<file path="config.mk">
export PLATFORM = sky130hd
export DESIGN_NAME = exec_unit_flat
export DESIGN_NICKNAME = d
export VERILOG_FILES = /design/src/rtl/exec_unit_if.sv /design/src/rtl/exec_unit.sv /design/src/flat_wrapper.sv
export SDC_FILE = /design/constraint.sdc
export NUM_CORES = 1
export LEC_CHECK = 0
export ABC_AREA = 1
export CAP_MARGIN = 10
export CORE_ASPECT_RATIO = 1.75
export CORE_UTILIZATION = 29
export DETAILED_ROUTE_END_ITERATION = 6
export HOLD_SLACK_MARGIN = 0.06
export SYNTH_ARGS = -nofsm -noshare
export SYNTH_HDL_FRONTEND = slang
export SYNTH_SLANG_ARGS = --single-unit
</file>
<file path="constraint.sdc">
create_clock -name clk -period 5.85 [get_ports clk]
set_input_delay 1.755 -clock clk [delete_from_list [all_inputs] [get_ports clk]]
set_output_delay 1.755 -clock clk [all_outputs]
set_load 0.05 [all_outputs]
</file>
<file path="src/rtl/exec_unit_if.sv">
// Request/result bundle between issue logic and the execution unit.
// Result side connects straight to the register-bank write port.
interface exec_unit_if;
  logic        start;
  logic [2:0]  op;
  logic [31:0] a;
  logic [31:0] b;
  logic [4:0]  dst;
  logic        busy;
  logic        write;
  logic [31:0] wrdata;
  logic [4:0]  dr;

  modport master (
    output start, op, a, b, dst,
    input  busy, write, wrdata, dr
  );

  modport slave (
    input  start, op, a, b, dst,
    output busy, write, wrdata, dr
  );
endinterface

</file>
<file path="src/rtl/exec_unit.sv">
// Integer execution unit: single-cycle ALU ops and a
// 32-iteration shift-add multiplier.
module exec_unit (
  input  logic       clk,
  input  logic       reset,
  exec_unit_if.slave bus
);
  localparam logic [2:0] OP_ADD = 3'b000;
  localparam logic [2:0] OP_SUB = 3'b001;
  localparam logic [2:0] OP_AND = 3'b010;
  localparam logic [2:0] OP_OR  = 3'b011;
  localparam logic [2:0] OP_XOR = 3'b100;
  localparam logic [2:0] OP_SLL = 3'b101;
  localparam logic [2:0] OP_SRL = 3'b110;
  localparam logic [2:0] OP_MUL = 3'b111;

  typedef enum logic {
    IDLE,
    MUL
  } state_t;

  state_t      state;
  state_t      state_nxt;
  logic        accept;
  logic        last;
  logic [31:0] alu;
  logic [31:0] mcand;
  logic [31:0] mplier;
  logic [31:0] acc;
  logic [31:0] acc_sum;
  logic [4:0]  cnt;
  logic [4:0]  dst_q;
  logic        write_q;
  logic [31:0] wrdata_q;
  logic [4:0]  dr_q;

  assign accept  = bus.start && (state == IDLE);
  assign last    = (cnt == 5'd31);
  assign acc_sum = acc + (mplier[0] ? mcand : 32'd0);

  assign bus.busy   = (state == MUL);
  assign bus.write  = write_q;
  assign bus.wrdata = wrdata_q;
  assign bus.dr     = dr_q;

  // Single-cycle result selection from the live operands.
  always_comb begin
    alu = 32'd0;
    unique case (bus.op)
      OP_ADD: alu = bus.a + bus.b;
      OP_SUB: alu = bus.a - bus.b;
      OP_AND: alu = bus.a & bus.b;
      OP_OR:  alu = bus.a | bus.b;
      OP_XOR: alu = bus.a ^ bus.b;
      OP_SLL: alu = bus.a << bus.b[4:0];
      OP_SRL: alu = bus.a >> bus.b[4:0];
      OP_MUL: alu = 32'd0;
    endcase
  end

  // State register.
  always_ff @(posedge clk) begin
    if (reset) state <= IDLE;
    else       state <= state_nxt;
  end

  // Next state: enter MUL on accepted multiply, leave after 32 steps.
  always_comb begin
    state_nxt = state;
    unique case (state)
      IDLE: if (accept && bus.op == OP_MUL) state_nxt = MUL;
      MUL:  if (last) state_nxt = IDLE;
    endcase
  end

  // Datapath: result register and multiplier iteration.
  always_ff @(posedge clk) begin
    if (reset) begin
      write_q  <= 1'b0;
      wrdata_q <= 32'd0;
      dr_q     <= 5'd0;
      mcand    <= 32'd0;
      mplier   <= 32'd0;
      acc      <= 32'd0;
      cnt      <= 5'd0;
      dst_q    <= 5'd0;
    end else begin
      write_q <= 1'b0;
      if (accept) begin
        if (bus.op == OP_MUL) begin
          mcand  <= bus.a;
          mplier <= bus.b;
          dst_q  <= bus.dst;
          acc    <= 32'd0;
          cnt    <= 5'd0;
        end else begin
          write_q  <= 1'b1;
          wrdata_q <= alu;
          dr_q     <= bus.dst;
        end
      end else if (state == MUL) begin
        acc    <= acc_sum;
        mcand  <= mcand << 1;
        mplier <= mplier >> 1;
        cnt    <= cnt + 5'd1;
        if (last) begin
          write_q  <= 1'b1;
          wrdata_q <= acc_sum;
          dr_q     <= dst_q;
        end
      end
    end
  end
endmodule

</file>
<file path="src/flat_wrapper.sv">
// flat-port wrapper written by rule: the top's interface ports become plain ports
module exec_unit_flat 
  (clk, reset, bus_start, bus_op, bus_a, bus_b, bus_dst, bus_busy, bus_write, bus_wrdata, bus_dr);
  exec_unit_if bus_i ();
  input  logic clk;
  input  logic reset;
  input wire logic [$bits(bus_i.start)-1:0] bus_start;
  input wire logic [$bits(bus_i.op)-1:0] bus_op;
  input wire logic [$bits(bus_i.a)-1:0] bus_a;
  input wire logic [$bits(bus_i.b)-1:0] bus_b;
  input wire logic [$bits(bus_i.dst)-1:0] bus_dst;
  output wire logic [$bits(bus_i.busy)-1:0] bus_busy;
  output wire logic [$bits(bus_i.write)-1:0] bus_write;
  output wire logic [$bits(bus_i.wrdata)-1:0] bus_wrdata;
  output wire logic [$bits(bus_i.dr)-1:0] bus_dr;
  assign bus_i.start = bus_start;
  assign bus_i.op = bus_op;
  assign bus_i.a = bus_a;
  assign bus_i.b = bus_b;
  assign bus_i.dst = bus_dst;
  assign bus_busy = bus_i.busy;
  assign bus_write = bus_i.write;
  assign bus_wrdata = bus_i.wrdata;
  assign bus_dr = bus_i.dr;
  exec_unit u_core (.clk(clk), .reset(reset), .bus(bus_i));
endmodule
</file>
==> out/metrics.csv <==
stage,metric,value,unit
routing,antenna_left,0,
routing,vias,19800,
floorplan,die-area,0.0568,mm²
final_layout,drive_gt1_share,5.32,%
job,cap_violations,0,
cts,cts_buffers,17,
power,seqPwrFrac,29.6,%
logic_synthesis,yosysUniqueCellTypes,51,
power,finalPower,0.00376,W
floorplan,start_util,29.3,%
floorplan,design.core.area,0.0552,mm²
worst_setup_path,cp_cell_sequence,"clkdlybuf4s50_1, inv_2, nand3_1, inv_2, o21ai_0, buf_4, ha_1, nand3_1, nand2_1, nand2_1, nand3_1, nand2_1, nand2_1, nand2_1, nand3_1, nand3_1, nand3_1, a21oi_1",
worst_setup_path,critPathMaxStageDelay,0.83,ns
worst_setup_path,critical-path-top-delay-family,simple AND/OR/NAND/NOR gates,
placement,place.detailed.hpwl,67500,µm
timing,rsz0062_at_grt,false,
routing,routed_wl,83700,µm
power,p_sw,0.00158,W
cts,worstSkewPairLatency,0.46,ns
worst_setup_path,arrival,5.67,ns
final_layout,fin_nets,3106,
timing,timing.final.max_slew_violations,0,
logic_synthesis,ys_seq_area_share,17.9,%
cts,cts_buffer_depth,2,
grt,antenna_found_initial,1,
floorplan,fp-row-count,114,
placement,io_buffers,113,
logic_synthesis,async_flop_share,0,%
cts,clk_pin_slew,0.07,ns
logic_synthesis,synth-main-ff-cell,dfxtp_1,
routing,drt_iter0_drc,1810,
timing,tightest_slew,1.04,ns
worst_setup_path,crit-reg2reg-launch,u_core.mcand[0],
worst_setup_path,r2r_slack,2.52,ns
logic_synthesis,ys_ff_latch,145,
timing,period_share,90.2,%
power,intPower,0.00218,W
power,combPwrFrac,38.1,%
timing,tns,0,ns
cts,cts_resized,0,
timing,fmax,0.189,GHz
logic_synthesis,synth-edff-count,0,
logic_synthesis,synth_area,0.0162,mm²
cts,ctsHoldBuffers,0,
power,p_sw_share,42.0,%
worst_setup_path,slowest_stage,o21ai_0,
placement,gp_congestion,1.07,
power,clockPowerShare,32.3,%
timing,min_period,5.28,ns
timing,setup_ws,0.570,ns
worst_setup_path,cp-start-kind,input port,
routing,viasPerCell,5.48,
floorplan,die_w,181,µm
timing,timing.hold.ws,0.464,ns
min_path,holdPathEnd,u_core.dst_q[2],
power,power-per-cell-area,200,mW/mm²
power,ir_drop,0.160,mV
worst_setup_path,worst-path-buf-inv,4,
grt,grt_max_degree,98,
final_layout,area_growth,15.9,%
grt,grt_usage,29.2,%
grt,overflow,0,
min_path,hold_class,reg2reg,
final_layout,fill_cells,6296,
power,p_leak,9.29,nW
min_path,min_from,u_core.dst_q[2],
logic_synthesis,avgSynthCellArea,5.72,µm²
cts,cts_tree,built,
grt,grt_pass1_vias,19600,
floorplan,ios,114,
floorplan,die_h,314,µm
cts,h-tree-depth,4,
final_layout,design_area,0.0188,mm²
cts,post_cts_buffers,0,
placement,dp_slack,0.246,ns
worst_setup_path,path_class,in2reg,
cts,cts_root_buf,clkbuf_16,
logic_synthesis,syn_nets,3037,
worst_setup_path,worst_r2r_path_depth,13,
timing,finalSetupViolations,0,
min_path,whs_path_depth,2,
routing,drc,0,
grt,grt_pass1_wl,122000,µm
outcome,outcome,"complete, no violations",
worst_setup_path,r2r_end,u_core.bus.wrdata[12],
logic_synthesis,synth_cells,2830,
worst_setup_path,crit_path_max_fanout,10,
timing,relSlewSlack,30.1,%
logic_synthesis,ys_warn_count,0,
worst_setup_path,endpoint_kind,flop,
worst_setup_path,cp.required,6.24,ns
placement,placed_area,0.0181,mm²
cts,clock-sinks,145,
routing,wl_per_cell,23.2,µm
timing,finClkSkew,0.0143,ns
routing,first_pass_iters,6,
worst_setup_path,cpMostUsedCell,nand3_1,
timing,hold_viol,0,
## area by class of cell
class | instances | area, µm² | share of cell area, %
antenna | 2 | 5.00 | 0.0267
clock buffer | 18 | 439 | 2.34
clock inverter | 14 | 193 | 1.03
inverter | 329 | 1240 | 6.63
multi-input combinational | 2223 | 11400 | 60.9
sequential | 145 | 2900 | 15.5
tap | 696 | 871 | 4.64
timing repair buffer | 183 | 1680 | 8.98
## per-layer routing
layer,global-route usage [%],routed length [µm]
met5,0,0
met3,4.05,3910
met1,27.2,28000
met2,54.4,42900
met4,27.9,8850
## stage by stage
step / cells / utilization, %
final: 3610 / 34.0
after floorplan: 2830 / -
after CTS: 3608 / 34.0
after global routing: 3608 / 34.0
after global placement: 3576 / 32.8
after detailed placement: 3576 / 32.8
## power by group through the flow
stage,Clock (W),Sequential (W),Combinational [W]
floorplan,0,0.00118,0.000774
global placement,0,0.00113,0.00139
detailed placement,0,0.00113,0.00139
CTS,0.00122,0.00111,0.00140
global route,0.00126,0.00112,0.00154
finish,0.00121,0.00111,0.00143
## cells in the mapped netlist, types with 5 or more instances
cell       instances  area, µm²
dfxtp_1          145       2900
o21bai_1          11       82.6
o21ai_0          188        941
nor2_2             5       31.3
a21oi_1          177        886
a221oi_1           8       70.1
nand3_1          370       1850
nand3b_1          10       75.1
o21ai_1           26        130
o2111ai_1         12        105
nand4_1           24        150
buf_2             47        235
xor2_1            37        324
inv_1            316       1190
nand2_2            5       31.3
and2_1             9       56.3
inv_2             12       45.0
ha_1             130       1630
nand2_1          913       3430
or2_2             10       62.6
buf_1              9       33.8
nor3_1            13       65.1
a31oi_1           73        457
clkbuf_1          59        221
nor2_1           152        571
o211ai_1          14        105
buf_4             16        120
## cells by family (layout without fill, tap and decap cells)
kind of cell | after synthesis | in the layout | synth area share (%)
and+or+nand+nor | 1525 | 1525 | 40.0
xor gates and xnor gates | 39 | 39 | 2.11
DFF | 145 | 145 | 17.9
other | 0 | 2 | 0
buffers and inverters | 462 | 544 | 11.6
adders and majority gates | 132 | 132 | 10.3
AOI/OAI and AO/OA | 527 | 527 | 18.1
## how the worst max path moves through the flow
stage                     cells past startpoint       from  slack (ns)                     to
after global placement                       21   bus_b[0]        0.29  u_core.bus.wrdata[10]
after global routing                         26   bus_b[0]        0.32  u_core.bus.wrdata[27]
after CTS                                    21  bus_b[11]        0.72  u_core.bus.wrdata[25]
final                                        18  bus_op[1]        0.57  u_core.bus.wrdata[23]
after detailed placement                     21  bus_b[11]        0.25  u_core.bus.wrdata[25]
after floorplan                              27   bus_b[0]        1.24  u_core.bus.wrdata[26]
## sequential cells by signal, summed over array words and instances, names as in the netlist
signal and flops:
u_core.acc 32, u_core.bus.wrdata 32, u_core.mcand 32, u_core.mplier 32
u_core.bus.dr 5, u_core.cnt 5, u_core.dst_q 5, u_core.bus.busy 1
u_core.bus.write 1
## worst reg2reg max path, stage by stage, from the launching register on
cell and delay [ns]:
dfxtp_1 0.46, nand2_1 0.12, inv_1 0.04, ha_1 0.28, fa_1 0.56, nand2_1 0.14, nand3_1 0.09, and2_1 0.21
nand3_1 0.09, nand3_1 0.27, o21ai_0 0.38, nand2_1 0.21, a21oi_1 0.31, nor2_1 0.06
## layout by cell type, fill, tap and decap left out, drive strengths merged, types with 12 or more instances in the layout
master         instances
a21oi                179
a31oi                 73
buf                   72
clkbuf                18
clkdlybuf4s50        111
dfxtp                145
ha                   130
inv                  333
nand2                919
nand3                371
nand4                 24
nor2                 162
nor3                  16
o2111ai               12
o211ai                14
o21ai                217
xor2                  37
Note: power is estimated with default switching activity, not from simulation.
